File: src/rtl/vga_fb_pkg.sv
// Shared framebuffer geometry, widths and types for the VGA framebuffer arbiter slice.
// Optional stall statistics are enabled with the VGA_FB_ARB_STATS_EN macro in vga_fb_arbiter.
package vga_fb_pkg;

    localparam int FB_ADDR_W   = 19;
    localparam int FB_DATA_W   = 8;
    localparam int FB_H_ACTIVE = 640;
    localparam int FB_V_ACTIVE = 480;
    localparam int FB_STALL_W  = 16;

    typedef logic [FB_ADDR_W-1:0] fb_addr_t;
    typedef logic [FB_DATA_W-1:0] fb_pixel_t;

    // Width of a client index; a single client still needs a 1-bit pointer.
    function automatic int ptr_width(input int num_wr);
        return (num_wr > 1) ? $clog2(num_wr) : 1;
    endfunction

endpackage

File: src/rtl/vga_fb_rr_pick.sv
// Combinational round-robin picker for framebuffer writer clients.
// The display request masks every grant; otherwise the scan starts at rr_ptr and wraps.
module vga_fb_rr_pick
    import vga_fb_pkg::*;
#(
    parameter int NUM_WR = 2,
    parameter int PTR_W  = ptr_width(NUM_WR)
) (
    input  logic              disp_req,
    input  logic [NUM_WR-1:0] wr_valid,
    input  logic [PTR_W-1:0]  rr_ptr,
    output logic [NUM_WR-1:0] grant,
    output logic [PTR_W-1:0]  grant_idx,
    output logic              grant_any
);

    // Two passes: clients at or above the pointer first, then the wrapped-around ones.
    always_comb begin
        grant     = '0;
        grant_idx = '0;
        grant_any = 1'b0;
        if (!disp_req) begin
            for (int c = 0; c < NUM_WR; c++) begin
                if (!grant_any && wr_valid[c] && (PTR_W'(c) >= rr_ptr)) begin
                    grant[c]  = 1'b1;
                    grant_idx = PTR_W'(c);
                    grant_any = 1'b1;
                end
            end
            for (int c = 0; c < NUM_WR; c++) begin
                if (!grant_any && wr_valid[c] && (PTR_W'(c) < rr_ptr)) begin
                    grant[c]  = 1'b1;
                    grant_idx = PTR_W'(c);
                    grant_any = 1'b1;
                end
            end
        end
    end

endmodule

File: src/rtl/vga_fb_arbiter.sv
// Single-port framebuffer RAM sequencer: scan-out fetch has strict priority, writers share idle cycles.
// Define VGA_FB_ARB_STATS_EN to build the per-writer saturating stall counters.
module vga_fb_arbiter
    import vga_fb_pkg::*;
#(
    parameter int ADDR_W = FB_ADDR_W,
    parameter int DATA_W = FB_DATA_W,
    parameter int NUM_WR = 2,
    parameter int RD_LAT = 2
) (
    input  logic                       clk,
    input  logic                       rst_n,
    input  logic                       disp_req,
    input  logic [ADDR_W-1:0]          disp_addr,
    output logic                       disp_valid,
    output logic [DATA_W-1:0]          disp_data,
    input  logic [NUM_WR-1:0]          wr_valid,
    output logic [NUM_WR-1:0]          wr_ready,
    input  logic [NUM_WR*ADDR_W-1:0]   wr_addr,
    input  logic [NUM_WR*DATA_W-1:0]   wr_data,
    output logic [ADDR_W-1:0]          ram_addr,
    output logic                       ram_we,
    output logic [DATA_W-1:0]          ram_wdata,
    input  logic [DATA_W-1:0]          ram_rdata,
    input  logic                       stats_clr,
    output logic [NUM_WR*FB_STALL_W-1:0] stall_cnt
);

    localparam int PTR_W = ptr_width(NUM_WR);

    logic [PTR_W-1:0]  rr_ptr;
    logic [PTR_W-1:0]  ptr_next;
    logic [NUM_WR-1:0] grant;
    logic [PTR_W-1:0]  grant_idx;
    logic              grant_any;
    logic [ADDR_W-1:0] sel_addr;
    logic [DATA_W-1:0] sel_data;
    logic [RD_LAT:0]   rd_pipe;

    vga_fb_rr_pick #(
        .NUM_WR (NUM_WR),
        .PTR_W  (PTR_W)
    ) u_pick (
        .disp_req  (disp_req),
        .wr_valid  (wr_valid),
        .rr_ptr    (rr_ptr),
        .grant     (grant),
        .grant_idx (grant_idx),
        .grant_any (grant_any)
    );

    assign wr_ready = grant;

    always_comb begin
        sel_addr = '0;
        sel_data = '0;
        for (int c = 0; c < NUM_WR; c++) begin
            if (grant[c]) begin
                sel_addr = wr_addr[c*ADDR_W +: ADDR_W];
                sel_data = wr_data[c*DATA_W +: DATA_W];
            end
        end
        ptr_next = (grant_idx == PTR_W'(NUM_WR-1)) ? '0 : grant_idx + 1'b1;
    end

    // On idle cycles the address is left alone so the RAM port does not toggle needlessly.
    always_ff @(posedge clk or negedge rst_n) begin
        if (!rst_n) begin
            ram_we    <= 1'b0;
            ram_addr  <= '0;
            ram_wdata <= '0;
            rr_ptr    <= '0;
        end else if (disp_req) begin
            ram_we    <= 1'b0;
            ram_addr  <= disp_addr;
        end else if (grant_any) begin
            ram_we    <= 1'b1;
            ram_addr  <= sel_addr;
            ram_wdata <= sel_data;
            rr_ptr    <= ptr_next;
        end else begin
            ram_we    <= 1'b0;
        end
    end

    // Tap RD_LAT marks the cycle in which ram_rdata belongs to a fetch.
    always_ff @(posedge clk or negedge rst_n) begin
        if (!rst_n) begin
            rd_pipe    <= '0;
            disp_valid <= 1'b0;
            disp_data  <= '0;
        end else begin
            rd_pipe    <= {rd_pipe[RD_LAT-1:0], disp_req};
            disp_valid <= rd_pipe[RD_LAT];
            if (rd_pipe[RD_LAT]) begin
                disp_data <= ram_rdata;
            end
        end
    end

`ifdef VGA_FB_ARB_STATS_EN
    logic [FB_STALL_W-1:0] stall_q [NUM_WR];

    always_ff @(posedge clk or negedge rst_n) begin
        if (!rst_n) begin
            for (int c = 0; c < NUM_WR; c++) begin
                stall_q[c] <= '0;
            end
        end else begin
            for (int c = 0; c < NUM_WR; c++) begin
                if (stats_clr) begin
                    stall_q[c] <= '0;
                end else if (wr_valid[c] && !grant[c] && (stall_q[c] != {FB_STALL_W{1'b1}})) begin
                    stall_q[c] <= stall_q[c] + 1'b1;
                end
            end
        end
    end

    always_comb begin
        stall_cnt = '0;
        for (int c = 0; c < NUM_WR; c++) begin
            stall_cnt[c*FB_STALL_W +: FB_STALL_W] = stall_q[c];
        end
    end
`else
    logic stats_clr_unused;

    assign stats_clr_unused = stats_clr;
    assign stall_cnt        = '0;
`endif

endmodule

File: config.mk
export PLATFORM = sky130hd
export DESIGN_NAME = vga_fb_arbiter
export DESIGN_NICKNAME = d
export VERILOG_FILES = /design/src/rtl/vga_fb_pkg.sv /design/src/rtl/vga_fb_rr_pick.sv /design/src/rtl/vga_fb_arbiter.sv
export SDC_FILE = /design/constraint.sdc
export NUM_CORES = 1
export LEC_CHECK = 0
export ABC_AREA = 1
export CORE_ASPECT_RATIO = 1.4
export CORE_UTILIZATION = 32
export CTS_BUF_LIST = sky130_fd_sc_hd__clkbuf_8
export CTS_CLUSTER_SIZE = 10
export DETAILED_ROUTE_END_ITERATION = 12
export GPL_TIMING_DRIVEN = 1
export HOLD_SLACK_MARGIN = 0.05
export PLACE_DENSITY = 0.82
export RECOVER_POWER = 25
export SYNTH_ARGS = -nofsm -noshare
export SYNTH_HDL_FRONTEND = slang
export SYNTH_SLANG_ARGS = --single-unit
File: constraint.sdc
create_clock -name clk -period 1.1 [get_ports clk]
set_input_delay 0.275 -clock clk [delete_from_list [all_inputs] [get_ports clk]]
set_output_delay 0.275 -clock clk [all_outputs]
set_load 0.005 [all_outputs]
# == Word-level counts from Yosys, hierarchy flattened ==
# Index checks and enable logic that the tools add are counted.
# totals
output_inout_bits,71
memories,0
elab_cells,49
latch_bits,0
regBits,41
mem_bits_rw,0
rom_bits,0
# classes
eq_ne,0
div_mod_pow,0
multipliers,0
n_reduce_logical,12
n_mux,24
add_sub_neg,1
order_cmp,4
bitwise,1
n_shift,0
# op_table
operator,n
two-way mux 19 bit,4
two-way mux 1 bit,17
two-way mux 8 bit,2
logical AND 1 bit,7
zero test 1 bit,3
greater-or-equal comparator 1 bit (first input constant),2
< comparator 1 bit (first input constant),2
two-way mux 2 bit,1
AND reduction 2 bit,1
nonzero test 2 bit,1
adder 1 bit (second input constant),1
inverter 1 bit,1

# == Logic depth before layout (Yosys ltp) ==
# depth
word_depth,23
ltp_mapped,6
depth_no_buf,6

# == By module ==
# A second synthesis with hierarchy kept.
# unflattened
cells_unflattened,302
hier_area_um2,2348.5
# by_module_without_submodules
mod,area_each_um2,n_inst,cells_per_inst,seq_area_each_um2
vga_fb_arbiter,2302.2,1,291,1026.0
vga_fb_rr_pick,46.3,1,11,0.0

# == Worst setup path after synthesis ==
# OpenSTA, ideal clock, no wires.
# synth_path
kind,register to output
startpoint,register rr_ptr
endpoint,output wr_ready[0]
t_required_ps,825
setup_slack_ps,33
stages_incl_launch_ff,4
t_arrival_ps,792
path_cell_list,dfrtp_1 > a21oi_4 > nand2_1 > inv_1
# synth_between
elab_chain_len,14
elab_cells_between_ends,16
classes_between,3 x order compare; 6 x mux; 7 x reduce/logical
# synth_rtl
item,line_no,source
"start, declared",vga_fb_arbiter.sv:31,logic [PTR_W-1:0] rr_ptr;
"start signal, assigned",vga_fb_arbiter.sv:80,rr_ptr <= ptr_next;
greater-or-equal comparator 1 bit,vga_fb_rr_pick.sv:24,if (!grant_any && wr_valid[c] && (PTR_W'(c) >= rr_ptr)) begin
logical AND 1 bit,vga_fb_rr_pick.sv:24,
two-way mux 1 bit,vga_fb_rr_pick.sv:24,
two-way mux 1 bit,vga_fb_rr_pick.sv:22,if (!disp_req) begin
zero test 1 bit,vga_fb_rr_pick.sv:24,
logical AND 1 bit (2 in series),vga_fb_rr_pick.sv:24,
two-way mux 1 bit,vga_fb_rr_pick.sv:24,
two-way mux 1 bit,vga_fb_rr_pick.sv:22,
zero test 1 bit,vga_fb_rr_pick.sv:31,if (!grant_any && wr_valid[c] && (PTR_W'(c) < rr_ptr)) begin
logical AND 1 bit (2 in series),vga_fb_rr_pick.sv:31,
two-way mux 1 bit (*),vga_fb_rr_pick.sv:31,
two-way mux 2 bit (*),vga_fb_rr_pick.sv:22,
"end, declared",vga_fb_arbiter.sv:18,"output logic [NUM_WR-1:0] wr_ready,"
# Every way passes the cells marked *; elsewhere a longest branch is shown, timed or not. The select of a mux whose other input is x is not followed.

# == Worst setup path after layout ==
# layout_path
startpoint,register rr_ptr
endpoint,output wr_ready[1]
# layout_between
elab_chain_len,19
elab_cells_between_ends,23
classes_between,4 x order compare; 9 x mux; 10 x reduce/logical
# layout_rtl
item,line_no
greater-or-equal comparator 1 bit,vga_fb_rr_pick.sv:24
logical AND 1 bit,vga_fb_rr_pick.sv:24
two-way mux 1 bit,vga_fb_rr_pick.sv:24
two-way mux 1 bit,vga_fb_rr_pick.sv:22
zero test 1 bit,vga_fb_rr_pick.sv:24
logical AND 1 bit (2 in series),vga_fb_rr_pick.sv:24
two-way mux 1 bit,vga_fb_rr_pick.sv:24
two-way mux 1 bit,vga_fb_rr_pick.sv:22
zero test 1 bit,vga_fb_rr_pick.sv:31
logical AND 1 bit (2 in series),vga_fb_rr_pick.sv:31
two-way mux 1 bit,vga_fb_rr_pick.sv:31
two-way mux 1 bit,vga_fb_rr_pick.sv:22
zero test 1 bit,vga_fb_rr_pick.sv:31
logical AND 1 bit (2 in series),vga_fb_rr_pick.sv:31
two-way mux 1 bit (*),vga_fb_rr_pick.sv:31
two-way mux 2 bit (*),vga_fb_rr_pick.sv:22
# Marked as above.

==> metrics.log <==
[metrics] fraction of layout cells with a size suffix above 1: 28.4%
[metrics] placeable core area: 6660 um2
[metrics] unrepaired setup endpoints after global routing: true
[metrics] Distinct cells, synth: 16
[metrics] clk slew on worst S/H paths: 90 ps
[metrics] standard-cell rows: 35
[metrics] main area contributors after synthesis: dfrtp_1 46%, nand3_1 12%, buf_4 12%
[metrics] proportion of synthesized chip area in sequential cells: between 40% and 50%
[metrics] worst hold margin: 348 ps
[metrics] most instantiated flip-flop cell in the synthesis netlist: dfrtp_1
[metrics] cell depth of the worst min-delay path: 0
[metrics] Tightest Pin Transition: 534 ps
[metrics] clk buf depth: 2
[metrics] syn_area_per_cell: between 9 and 10 um2
[metrics] maximum operating frequency: 693 MHz
[metrics] met2 Track Usage GR: a little over a third
[metrics] kind of cell adding the most delay to the critical path: flip-flops
[metrics] estimated wirelength of the detail-placed design: 4.70 mm
[metrics] starting density of the core: 33.3%
[metrics] met3 layer usage reported by global route: 3.51%
[metrics] Worst Setup Slack, final: -344 ps
[metrics] global routing usage on met1: 19.3%
[metrics] dominant cell by count in the synthesized netlist: nand3_1
[metrics] critical path's slowest cell: dfrtp_1
[metrics] sort of element at the end of the critical path: primary output
[metrics] gpl congestion: between 0.7 and 0.8
[metrics] critical register-to-register path startpoint: rr_ptr
[metrics] number of nets still failing antenna checks after routing: 0
[metrics] post-route clock period utilization: 131%
[metrics] number of CTS-inserted buffers: 5
[metrics] initial antenna violation count: 0
[metrics] Routed wire per std cell: between 10 and 15 um
[metrics] warning count from the yosys run: 0
[metrics] overall die height: between 100 and 150 um
[metrics] number of instances in the placed design: 454
[metrics] outcome: finished with violations
[metrics] Most Crowded Layer GR: met2
[metrics] first-iteration detailed-routing DRC count: between 40 and 50
[metrics] Final Skew: 8.13 ps
[metrics] startpoint of the tightest hold check path: rd_pipe[0]
[metrics] final standard cell area without fillers: 3700 um2
[metrics] area share of the leading cell type in the synthesized netlist: between 40% and 50%
[metrics] number of ports placed on the die boundary: 158
[metrics] worst-path fanout max: 2
[metrics] Reg-to-Reg End: rr_ptr
[metrics] async set-or-reset flop fraction in the synthesized netlist: 100%
[metrics] number of enable flip-flop cells after synthesis: 0
[metrics] Worst Hold End: rd_pipe[1]
[metrics] drt first pass iters: 4
[metrics] time the final worst path needs with I/O delays and setup: 1440 ps
[metrics] synth cell count leaders: 54 x nand3_1, 41 x dfrtp_1, 38 x nand2_1, 38 x nand4_1, 35 x buf_4
[metrics] leftover overflow at the end of global routing: 0
[metrics] wire length reported by the detailed router: 6.97 mm
[metrics] setup violation total in the final timing report: 30
[metrics] count of port buffers added during placement: 124
[metrics] buffers plus inverters on the worst setup path: 3
[metrics] CP Cell Sequence: buf_6, inv_4, nand2_4, nand2_2, nor2_4, buf_2
[metrics] non-filler cells in the finished layout: 493
[metrics] cell taking the most area after synthesis: dfrtp_1
[metrics] largest voltage drop on the vdd net: 0.637 mV
[metrics] full die area: slightly above 7000 um2
[metrics] static power due to leakage: 0.00172 uW
[metrics] max-cap viol count: 0
[metrics] critical path arrival: 1170 ps
[metrics] post-layout total power: 4200 uW
[metrics] Final Max Slew Viols: 0
[metrics] total number of clock tree sinks: about 40
[metrics] pin count of the biggest net entering global routing: 42
[metrics] Power per Cell Area: 1140 nW/um2
[metrics] detail-routed via count per cell: 4.71
[metrics] Synth Instances: 240
[metrics] aggregate negative setup slack: -5480 ps
[metrics] DRC errors left: 0
[metrics] die boundary width: about 72 um
[metrics] via count of the first global-routing pass: 2,267
[metrics] number of flip-flops and latches in the synthesized netlist: 41
[metrics] area growth from synthesis to layout: 67.1%
[metrics] placed inst area: 3470 um2
[metrics] CTS tree: done
[metrics] Worst Setup Path Type: reg2out
[metrics] violations in the final reports: setup timing
[metrics] nets@finish: between 400 and 500
[metrics] data required time at the worst endpoint: 820 ps
[metrics] wire length of the first global-routing pass: ~10 mm
[metrics] netlist area before placement: ~2200 um2
[metrics] worst relative slew slack: 64.4%
[metrics] total number of vias: between 2,000 and 2,500
[metrics] startpoint type of the worst setup path: register
[metrics] clock root buffer: clkbuf_8
[metrics] Hold Path Class: reg2reg
[metrics] worst reg-to-reg path cell count: 9
[metrics] latest clock arrival within the worst-skew pair: 290 ps
[metrics] slowest stage delay, CP: 410 ps
[metrics] number of hold violations in the final report: 0
[metrics] gr usage total: about a fifth
[metrics] ANT cells: 0
[metrics] setup slack on the worst flop-to-flop path: -310 ps
[metrics] number of levels in the clock H-tree: 2
flip-flops by register name (all words and copies together) (netlist names):
| name | flops |
|---|---|
| rd_pipe | 3 |
| disp_data | 8 |
| ram_wdata | 8 |
| disp_valid | 1 |
| ram_addr | 19 |
| ram_we | 1 |
| rr_ptr | 1 |
kinds of logic (layout without fill, tap and decap cells):
group	count (synthesis)	in the layout	synth area share [%]
buffers and inverters	55	185	18.0
and+or+nand+nor	133	133	30.5
other	1	32	0.169
muxes	8	8	4.07
DFF	41	41	46.3
AOI/OAI and AO/OA	2	2	0.960
placed cells by master (no fill, tap or decap), drive strengths merged, types with 2 or more instances in the layout:
cell / count
clkbuf: 5
dfrtp: 41
clkdlybuf4s50: 81
nor2: 3
mux2: 8
conb: 32
buf: 87
nand4: 38
nand2: 38
inv: 5
dlygate4sd2: 2
nand3: 54
power by group:
part / switching, uW / total [uW] / internal, uW
combinational: 493 / 1200 / 712
clock: 564 / 1240 / 680
sequential: 86.2 / 1750 / 1670
total: 1140 / 4200 / 3060
per-stage QoR:
stage,util [%],setup WS (ps)
after global routing,55.6,-402
after floorplan,-,33.2
after global placement,52.1,-747
after CTS,54.2,-373
final,55.6,-344
after detailed placement,52.1,-780
area by class of cell:
class	count	area (um2)
multi-input cells	175	923
inverters	5	23.8
fillers	620	2960
clock buffers	5	68.8
well taps	92	115
flip-flops and latches	41	1030
clock inverters	3	46.3
repair buffers	172	1500
how the worst max path moves through the flow:
stage,startpoint,end,cells past startpoint
finish,rr_ptr,wr_ready[1],6
CTS,rr_ptr,wr_ready[0],5
global placement,wr_valid[1],wr_ready[1],4
global route,rr_ptr,wr_ready[0],5
detailed placement,wr_valid[1],wr_ready[0],5
floorplan,rr_ptr,wr_ready[0],3
routing by layer:
metal | routed length (um) | share of wire [%] | vias to the layer above
li1 | - | - | 1097
met1 | 2510 | 36 | 1097
met2 | 3830 | 55 | 114
met3 | 439 | 6.3 | 14
met4 | 184 | 2.6 | 0
met5 | 0 | 0 | -
repair_timing:
item / in CTS / in global routing
hold buffers: 1 / 0
setup buffers: 22 / 12
gates resized for setup: 174 / 5
endpoints found under the hold margin: 41 / 0
endpoints found under the setup margin: 68 / 65
pin swaps: 3 / 3
gates cloned: 1 / 0
(Power assumes the default switching activity.)
